## src/rtl/full_subtractor.sv

```systemverilog
// Ripple-borrow subtractor a - b - c built from chained 1-bit cells, with a registered
// copy, valid flag and saturating borrow counter. Define FS_STATUS_EN for zero_q/ovf_q.

module fs_cell (
  input  logic a,
  input  logic b,
  input  logic bin,
  output logic d,
  output logic bout
);
  assign d    = a ^ b ^ bin;
  assign bout = (~a & b) | (~(a ^ b) & bin);
endmodule

module full_subtractor #(
  parameter int WIDTH = 1,
  parameter int CNT_W = 16
) (
  input  logic             clk,
  input  logic             rst,
  input  logic             in_valid,
  input  logic [WIDTH-1:0] a,
  input  logic [WIDTH-1:0] b,
  input  logic             c,
  output logic [WIDTH-1:0] difference,
  output logic             barrow,
  output logic [WIDTH-1:0] diff_q,
  output logic             barrow_q,
  output logic             out_valid,
  output logic [CNT_W-1:0] borrow_count
`ifdef FS_STATUS_EN
  ,
  output logic             zero_q,
  output logic             ovf_q
`endif
);

  // Each stage keeps its own borrow scalars so the chain is not one self-referencing vector.
  for (genvar g = 0; g < WIDTH; g++) begin : g_cell
    logic bin_l, bout_l;
    if (g == 0) begin : g_first
      assign bin_l = c;
    end else begin : g_next
      assign bin_l = g_cell[g-1].bout_l;
    end
    fs_cell u_cell (
      .a    (a[g]),
      .b    (b[g]),
      .bin  (bin_l),
      .d    (difference[g]),
      .bout (bout_l)
    );
  end

  assign barrow = g_cell[WIDTH-1].bout_l;

  always_ff @(posedge clk or posedge rst) begin
    if (rst) begin
      diff_q    <= '0;
      barrow_q  <= 1'b0;
      out_valid <= 1'b0;
    end else begin
      out_valid <= in_valid;
      if (in_valid) begin
        diff_q   <= difference;
        barrow_q <= barrow;
      end
    end
  end

  // Saturates at all-ones instead of wrapping.
  always_ff @(posedge clk or posedge rst) begin
    if (rst)
      borrow_count <= '0;
    else if (in_valid && barrow && (borrow_count != {CNT_W{1'b1}}))
      borrow_count <= borrow_count + 1'b1;
  end

`ifdef FS_STATUS_EN
  always_ff @(posedge clk or posedge rst) begin
    if (rst) begin
      zero_q <= 1'b0;
      ovf_q  <= 1'b0;
    end else if (in_valid) begin
      zero_q <= (difference == '0);
      ovf_q  <= (a[WIDTH-1] != b[WIDTH-1]) && (difference[WIDTH-1] != a[WIDTH-1]);
    end
  end
`endif

endmodule

```

## config.mk

```make
export PLATFORM = sky130hd
export DESIGN_NAME = full_subtractor
export DESIGN_NICKNAME = d
export VERILOG_FILES = /design/src/rtl/full_subtractor.sv
export SDC_FILE = /design/constraint.sdc
export NUM_CORES = 1
export LEC_CHECK = 0
export CAP_MARGIN = 20
export CORE_ASPECT_RATIO = 1.4
export CORE_MARGIN = 4
export CORE_UTILIZATION = 40
export CTS_CLUSTER_DIAMETER = 40
export DETAILED_ROUTE_END_ITERATION = 7
export PLACE_DENSITY = 0.73
export SLEW_MARGIN = 0
export SYNTH_ARGS = -nofsm -noshare
export SYNTH_HDL_FRONTEND = slang
export SYNTH_SLANG_ARGS = --single-unit
```

## constraint.sdc

```tcl
create_clock -name clk -period 2.1 [get_ports clk]
set_input_delay 0.42 -clock clk [delete_from_list [all_inputs] [get_ports clk]]
set_output_delay 0.42 -clock clk [all_outputs]
set_load 0.02 [all_outputs]
```

### Word-level counts from Yosys, hierarchy flattened

Index checks and enable logic that the tools add are counted.

* register bits: 19
* bits of input ports: 6
* logic and storage cells: 15

* add/subtract/negate cells: 1
* eq/ne operators: 1
* bitwise logic cells: 7
* reduce and logical (&&, ||, !) cells: 2

Operators with widths (number)
* $add 16x1->16 const B: 1
* $ne 16x16->1 const B: 1
* $and 1x1->1: 2
* $logic_and 1x1->1: 2
* $not 1->1: 2
* $xor 1x1->1: 2
* $or 1x1->1: 1

### Depth between registers and ports, before layout

Gate-level depths: netlist of the first run.

* word-level depth: 6
* mapped depth: 7
* depth with buffers taken out: 6

### Cells and area by module

A second synthesis of the first run with hierarchy kept.

* cells, all modules: 84
* area, all modules: 933.4 um^2

By module, submodules not included
* full_subtractor: times used 1, cells an instance 80, area each 902.1 um^2, sequential area each 475.5 um^2
* fs_cell: times used 1, cells an instance 4, area each 31.3 um^2, sequential area each 0.0 um^2

### Worst setup path after synthesis of the first run

OpenSTA, ideal clock, no wires.

* kind: input to register
* start: in b
* end: reg borrow_count[15]
* arrival: 2036 ps
* data required time: 2021 ps
* setup slack: -15 ps
* stages on the path: 7
* path through: inv_1 > fa_1 > nand2b_2 > or3_1 > buf_2 > nor4_4 > mux2i_1

* cells in the longest elaborated chain, start to end: 6

RTL lines
* start, declared: RTL line 23 `input logic [WIDTH-1:0] b,`
* $xor 1x1->1: RTL line 12 `assign bout = (~a & b) | (~(a ^ b) & bin);`
* $not 1->1: RTL line 12
* $and 1x1->1: RTL line 12
* $or 1x1->1 (*): RTL line 12
* $logic_and 1x1->1 (*) (2 in series): RTL line 75 `else if (in_valid && barrow && (borrow_count != {CNT_W{1'b1}}))`
* end signal, assigned: RTL line 76 `borrow_count <= borrow_count + 1'b1;`
* end, declared: RTL line 30 `output logic [CNT_W-1:0] borrow_count`

Every way passes the cells marked *; elsewhere a longest branch is shown, timed or not.
A chain may end at the register's enable or synchronous reset.

### Worst setup path in the final report of the first run

* start: in b
* end: out difference

* cells in the longest elaborated chain, start to end: 2

RTL lines
* $xor 1x1->1 (2 in series): RTL line 11 `assign d = a ^ b ^ bin;`
* end, declared: RTL line 25 `output logic [WIDTH-1:0] difference,`

Every way passes these cells.

==> impl_metrics.env, run 1 <==
export IMPL_grt_max_degree=20
export IMPL_slew_viol_final=0
export IMPL_netlist_instances=88
export IMPL_final_util=0.592
export IMPL_clock_skew_ns=0.00170
export IMPL_antenna_left=0
export IMPL_setup_worst_path_start="b"
export IMPL_cp_endpoint="difference"
export IMPL_wl_per_cell_um=14.3
export IMPL_fin_ws_ns=0.0590
export IMPL_p_switching_uw=402
export IMPL_wirelength_um=2090
export IMPL_p_sw_frac=0.364
export IMPL_clockBufferDepth=2
export IMPL_final_cell_mix="24 x clkdlybuf4s50_1, 19 x dfrtp_1, 8 x xor2_1"
export IMPL_synth_edf_count=0
export IMPL_critPathCaptureType="primary output"
export IMPL_ys_warn_count=0
export IMPL_p_leak_uw=0.000613
export IMPL_worst_pin_slew_ns=0.405
export IMPL_critPathSlowestCell="fa_2"
export IMPL_antenna_found_initial=0
export IMPL_drt_iter0_drc=24
export IMPL_root_buffer="clkbuf_4"
export IMPL_path_cells="clkdlybuf4s50_1, inv_1, fa_2, buf_2"
export IMPL_vias_per_cell=5.45
export IMPL_drc=0
export IMPL_die_area_um2=3230
export IMPL_ir_worst_vdd_mv=0.496
export IMPL_reg2regPathDepth=5
export IMPL_pwr_share_clk=0.165
export IMPL_grt_first_pass_wirelength_um=3430
export IMPL_drive_gt1_frac=0.177
export IMPL_grt_setup_unrepaired="false"
export IMPL_ys_seq_area_frac=0.500
export IMPL_cp_start_kind="input port"
export IMPL_critPathKind="in -> out"
export IMPL_relSlewSlack=0.729
export IMPL_numCtsBuffers=3
export IMPL_fin_nets=133
export IMPL_dieWidth_um=49.2
export IMPL_start_util=0.427
export IMPL_cts_tree="yes"
export IMPL_placementRows=20
export IMPL_postCtsSetupBuffers=0
export IMPL_diodes=0
export IMPL_syn_num_nets=96
export IMPL_clkSinkCount=19
export IMPL_pwr_share_seq=0.480
export IMPL_r2r_end="borrow_count[4]"
export IMPL_power_density_nw_per_um2=838
export IMPL_synth_cell_types=32
export IMPL_hpwlAfterDp_um=1590
export IMPL_globalRouteTotalUtil=0.138
export IMPL_clkTransAtPathRegs_ns=0.10
export IMPL_ioPinCount=27
export IMPL_setup_viol=0
export IMPL_syn2layout_area_growth_pct=38.7
export IMPL_routabilityCongestion=0.817
export IMPL_drt_first_pass_iters=4
export IMPL_fp_coreArea_um2=2230
export IMPL_port_buffers=26
export IMPL_cpPeakStageDelay_ns=0.54
export IMPL_final_cell_area_um2=1320
export IMPL_final_common_cell="clkdlybuf4s50_1"
export IMPL_place_ws_ns=-0.484
export IMPL_status="complete, no violations"
export IMPL_cap_violations=0
export IMPL_fmax_mhz=490
export IMPL_critPathMaxFanout=2
export IMPL_placed_cell_area_um2=1290
export IMPL_synthArstFlopShare=1.00
export IMPL_holdWs_ns=0.428
export IMPL_r2r_start="borrow_count[0]"
export IMPL_fin_crit_sh=0.972
export IMPL_ys_ff_latch=19
export IMPL_vias=795
export IMPL_r2r_setup_slack_ns=0.33
export IMPL_insertion_delay_ns=0.30
export IMPL_die_h_um=65.7
export IMPL_combPwrFrac=0.355
export IMPL_fin_crit_ns=2.04
export IMPL_holdBufCountCts=0
export IMPL_required_ns=1.68
export IMPL_hold_viol_final=0
export IMPL_overflow=0
export IMPL_cellInternalPower_uw=703
export IMPL_avgSynthCellArea_um2=10.8
export IMPL_synth_cell_area_um2=951
export IMPL_synth_main_ff_cell="dfrtp_1"
export IMPL_min_path_type="in -> async"
export IMPL_grt_pass1_vias=767
export IMPL_cp_arrival_ns=1.62
export IMPL_htree_levels=1
-- Yosys cell counts, types with 2 or more instances --
library cell / n / share of area
inv_1: 7 / 0.028
o21ai_0: 3 / 0.016
xor2_1: 8 / 0.074
nand2_1: 5 / 0.020
and3_1: 2 / 0.013
nor2_1: 5 / 0.020
mux2_2: 2 / 0.024
nor3_1: 4 / 0.021
nand3_1: 2 / 0.011
dfrtp_1: 19 / 0.50
a21oi_1: 5 / 0.026
nand4_1: 3 / 0.020
a31oi_1: 4 / 0.026
-- stage by stage --
step	setup TNS, ns	instances	total power (uW)
3_3_place_gp	-3.41	142	920
3_5_place_dp	-3.58	142	936
5_1_grt	0	146	1180
2_1_floorplan	0	88	721
4_1_cts	-0.0350	146	1120
6_report	0	146	1110
-- worst min path at each step --
stage	startpoint	endpoint	slack [ns]
after floorplan	rst	barrow_q	0.37
after global placement	diff_q	diff_q	0.49
after detailed placement	diff_q	diff_q	0.50
after CTS	rst	borrow_count[8]	0.44
after global routing	rst	out_valid	0.45
final	rst	borrow_count[8]	0.43
-- power by group through the flow --
stage	clock network [uW]	logic, uW	registers [uW]
final	183	393	530
after global routing	214	422	544
after CTS	191	398	529
after detailed placement	0	400	536
after global placement	0	392	528
after floorplan	0	118	603
-- cells by family after synthesis --
kind of cell | share of synthesized area
simple gates | 0.222
flops | 0.500
compound gates | 0.0934
xor+xnor | 0.0829
buf+inv | 0.0329
mux | 0.0342
fa+ha+maj | 0.0342
-- worst max-delay path, delay by kind of cell --
family / cells / cell delay [ns]
buf+inv: 3 / 0.66
fa+ha+maj: 1 / 0.54
-- repair_timing --
action / in CTS / in global routing
resized for setup: 9 / 2
endpoints found under the hold margin: 0 / 0
pin swaps: 1 / 1
endpoints found under the setup margin: 5 / 3
-- registers in the layout, indices dropped and copies added (netlist names) --
| signal | count |
|---|---|
| borrow_count | 16 |
| barrow_q | 1 |
| diff_q | 1 |
| out_valid | 1 |
-- final cells by class --
cell class	count	area, um2
Tap cell	22	27.5
Inverter	7	26.3
Fill cell	187	908
Multi-Input combinational cell	61	460
Clock buffer	4	26.3
Timing Repair Buffer	33	303
Sequential cell	19	475
-- layer usage --
metal	global-route usage	vias to the layer above	wire length (um)
met5	0	-	0
met4	0.0819	0	40
met3	0.0272	5	64
met2	0.245	19	1070
met1	0.149	377	912
li1	-	394	-
No activity file was read; power rests on OpenSTA's default activity.
==> run 2, diff against run 1 <==
--- a/config.mk
+++ b/config.mk
@@ -9,6 +9,7 @@
 export CORE_ASPECT_RATIO = 1.4
 export CORE_MARGIN = 4
 export CORE_UTILIZATION = 40
+export CTS_BUF_LIST = sky130_fd_sc_hd__clkbuf_16
 export CTS_CLUSTER_DIAMETER = 40
 export DETAILED_ROUTE_END_ITERATION = 7
 export PLACE_DENSITY = 0.73
==> run 2 against run 1 <==
- via count is 3.1% higher
- combinational power is 2% higher
- total power is 19% higher
- wire length is 5.5% higher
- worst setup slack better by 0.17 ns
- register-to-register slack worse by 0.02 ns
- die area stayed put
- final area is 6.8% higher
- critical path depth is 2 higher
- utilization is 4.0 points higher
- count of clock-buffer cells in the layout is 1 lower
- highest routed layer unchanged
==> impl_metrics.env, run 2 (synthesis results as in run 1) <==
export IMPL_fp_coreArea_um2=2230
export IMPL_drive_gt1_frac=0.213
export IMPL_clock_skew_ns=0.00241
export IMPL_fin_crit_sh=0.893
export IMPL_overflow=0
export IMPL_clockBufferDepth=2
export IMPL_routabilityCongestion=0.817
export IMPL_p_leak_uw=0.000681
export IMPL_vias_per_cell=5.50
export IMPL_vias=820
export IMPL_die_area_um2=3230
export IMPL_insertion_delay_ns=0.25
export IMPL_drt_iter0_drc=25
export IMPL_final_cell_mix="21 x clkdlybuf4s50_1, 19 x dfrtp_1, 10 x buf_4"
export IMPL_ir_worst_vdd_mv=0.783
export IMPL_fin_nets=136
export IMPL_cp_arrival_ns=2.04
export IMPL_dieWidth_um=49.2
export IMPL_globalRouteTotalUtil=0.149
export IMPL_hpwlAfterDp_um=1590
export IMPL_largest_reg_flops=16
export IMPL_regMostFlops="borrow_count"
export IMPL_slew_viol_final=0
export IMPL_holdBufCountCts=0
export IMPL_antenna_found_initial=0
export IMPL_clkSinkCount=19
export IMPL_start_util=0.427
export IMPL_numCtsBuffers=3
export IMPL_min_path_type="in -> async"
export IMPL_critPathCaptureType="register"
export IMPL_diodes=0
export IMPL_fmax_mhz=533
export IMPL_worst_pin_slew_ns=0.406
export IMPL_clkTransAtPathRegs_ns=0.05
export IMPL_drt_first_pass_iters=4
export IMPL_status="complete, no violations"
export IMPL_syn2layout_area_growth_pct=48.2
export IMPL_critPathMaxFanout=4
export IMPL_setup_viol=0
export IMPL_ioPinCount=27
export IMPL_grt_max_degree=20
export IMPL_cap_violations=0
export IMPL_wirelength_um=2200
export IMPL_cp_start_kind="input port"
export IMPL_port_buffers=26
export IMPL_final_common_cell="clkdlybuf4s50_1"
export IMPL_wl_per_cell_um=14.8
export IMPL_critPathKind="in -> reg"
export IMPL_p_total_uw=1310
export IMPL_root_buffer="clkbuf_16"
export IMPL_htree_levels=1
export IMPL_power_density_nw_per_um2=932
export IMPL_holdWs_ns=0.488
export IMPL_reg2regPathDepth=5
export IMPL_grt_first_pass_wirelength_um=3570
export IMPL_cts_tree="yes"
export IMPL_grt_pass1_vias=796
export IMPL_relSlewSlack=0.728
export IMPL_placementRows=20
export IMPL_required_ns=2.27
export IMPL_grt_setup_unrepaired="false"
export IMPL_drc=0
export IMPL_die_h_um=65.7
export IMPL_fin_crit_ns=1.88
export IMPL_hold_viol_final=0
export IMPL_antenna_left=0
export IMPL_fillers=175
[run 2: final timing paths]
check | start | endpoint | slack, ns
max | a | borrow_count[15] | 0.22
min | rst | out_valid | 0.49
max reg2reg | borrow_count[0] | borrow_count[4] | 0.31
max in group asynchronous | rst | borrow_count[13] | 1.41
min reg2reg | diff_q | diff_q | 0.51
min in group clk | diff_q | diff_q | 0.51
[run 2: worst max-delay path, stage by stage]
cell	delay (ns)
dlymetal6s2s_1	0.14
fa_2	0.40
nand2b_4	0.15
or3_4	0.42
nor4_4	0.29
mux2i_1	0.22
[run 2: repair_timing]
item,in CTS,in global routing
pin swaps,2,3
buffers inserted,1,2
endpoints found under the setup margin,8,6
gates resized for setup,8,9
gates cloned,0,0
[run 2: final cells by class]
cell class              instances  area (um2)  share of cell area
clock buffers                   3        75.1              0.0533
clock inverters                 1        3.75             0.00266
repair buffers                 36         333               0.236
flip-flops and latches         19         475               0.337
well taps                      22        27.5              0.0195
inverters                       7        26.3              0.0187
multi-input cells              61         468               0.332
[run 2: layer usage]
metal | track usage | wire [um]
met5 | 0 | 0
met4 | 0.117 | 89
met3 | 0.0340 | 96
met2 | 0.257 | 1120
met1 | 0.154 | 897
[run 2: report_power, final]
group | internal [uW] | switching (uW) | leakage (uW) | total, uW
Clock | 253 | 130 | 0.0000423 | 383
Sequential | 435 | 96.4 | 0.000236 | 531
Combinational | 199 | 200 | 0.000403 | 399
[run 2: through the flow]
| stage | setup WS (ns) | std cells | setup TNS (ns) | utilization | instance area [um2] |
|---|---|---|---|---|---|
| final | 0.225 | 149 | 0 | 0.633 | 1410 |
| after global routing | 0.142 | 149 | 0 | 0.633 | 1410 |
| after CTS | 0.00210 | 147 | 0 | 0.620 | 1380 |
| after detailed placement | -0.484 | 142 | -3.58 | 0.580 | 1290 |
| after global placement | -0.436 | 142 | -3.41 | 0.580 | 1290 |
| after floorplan | 0.0419 | 88 | 0 | - | 956 |
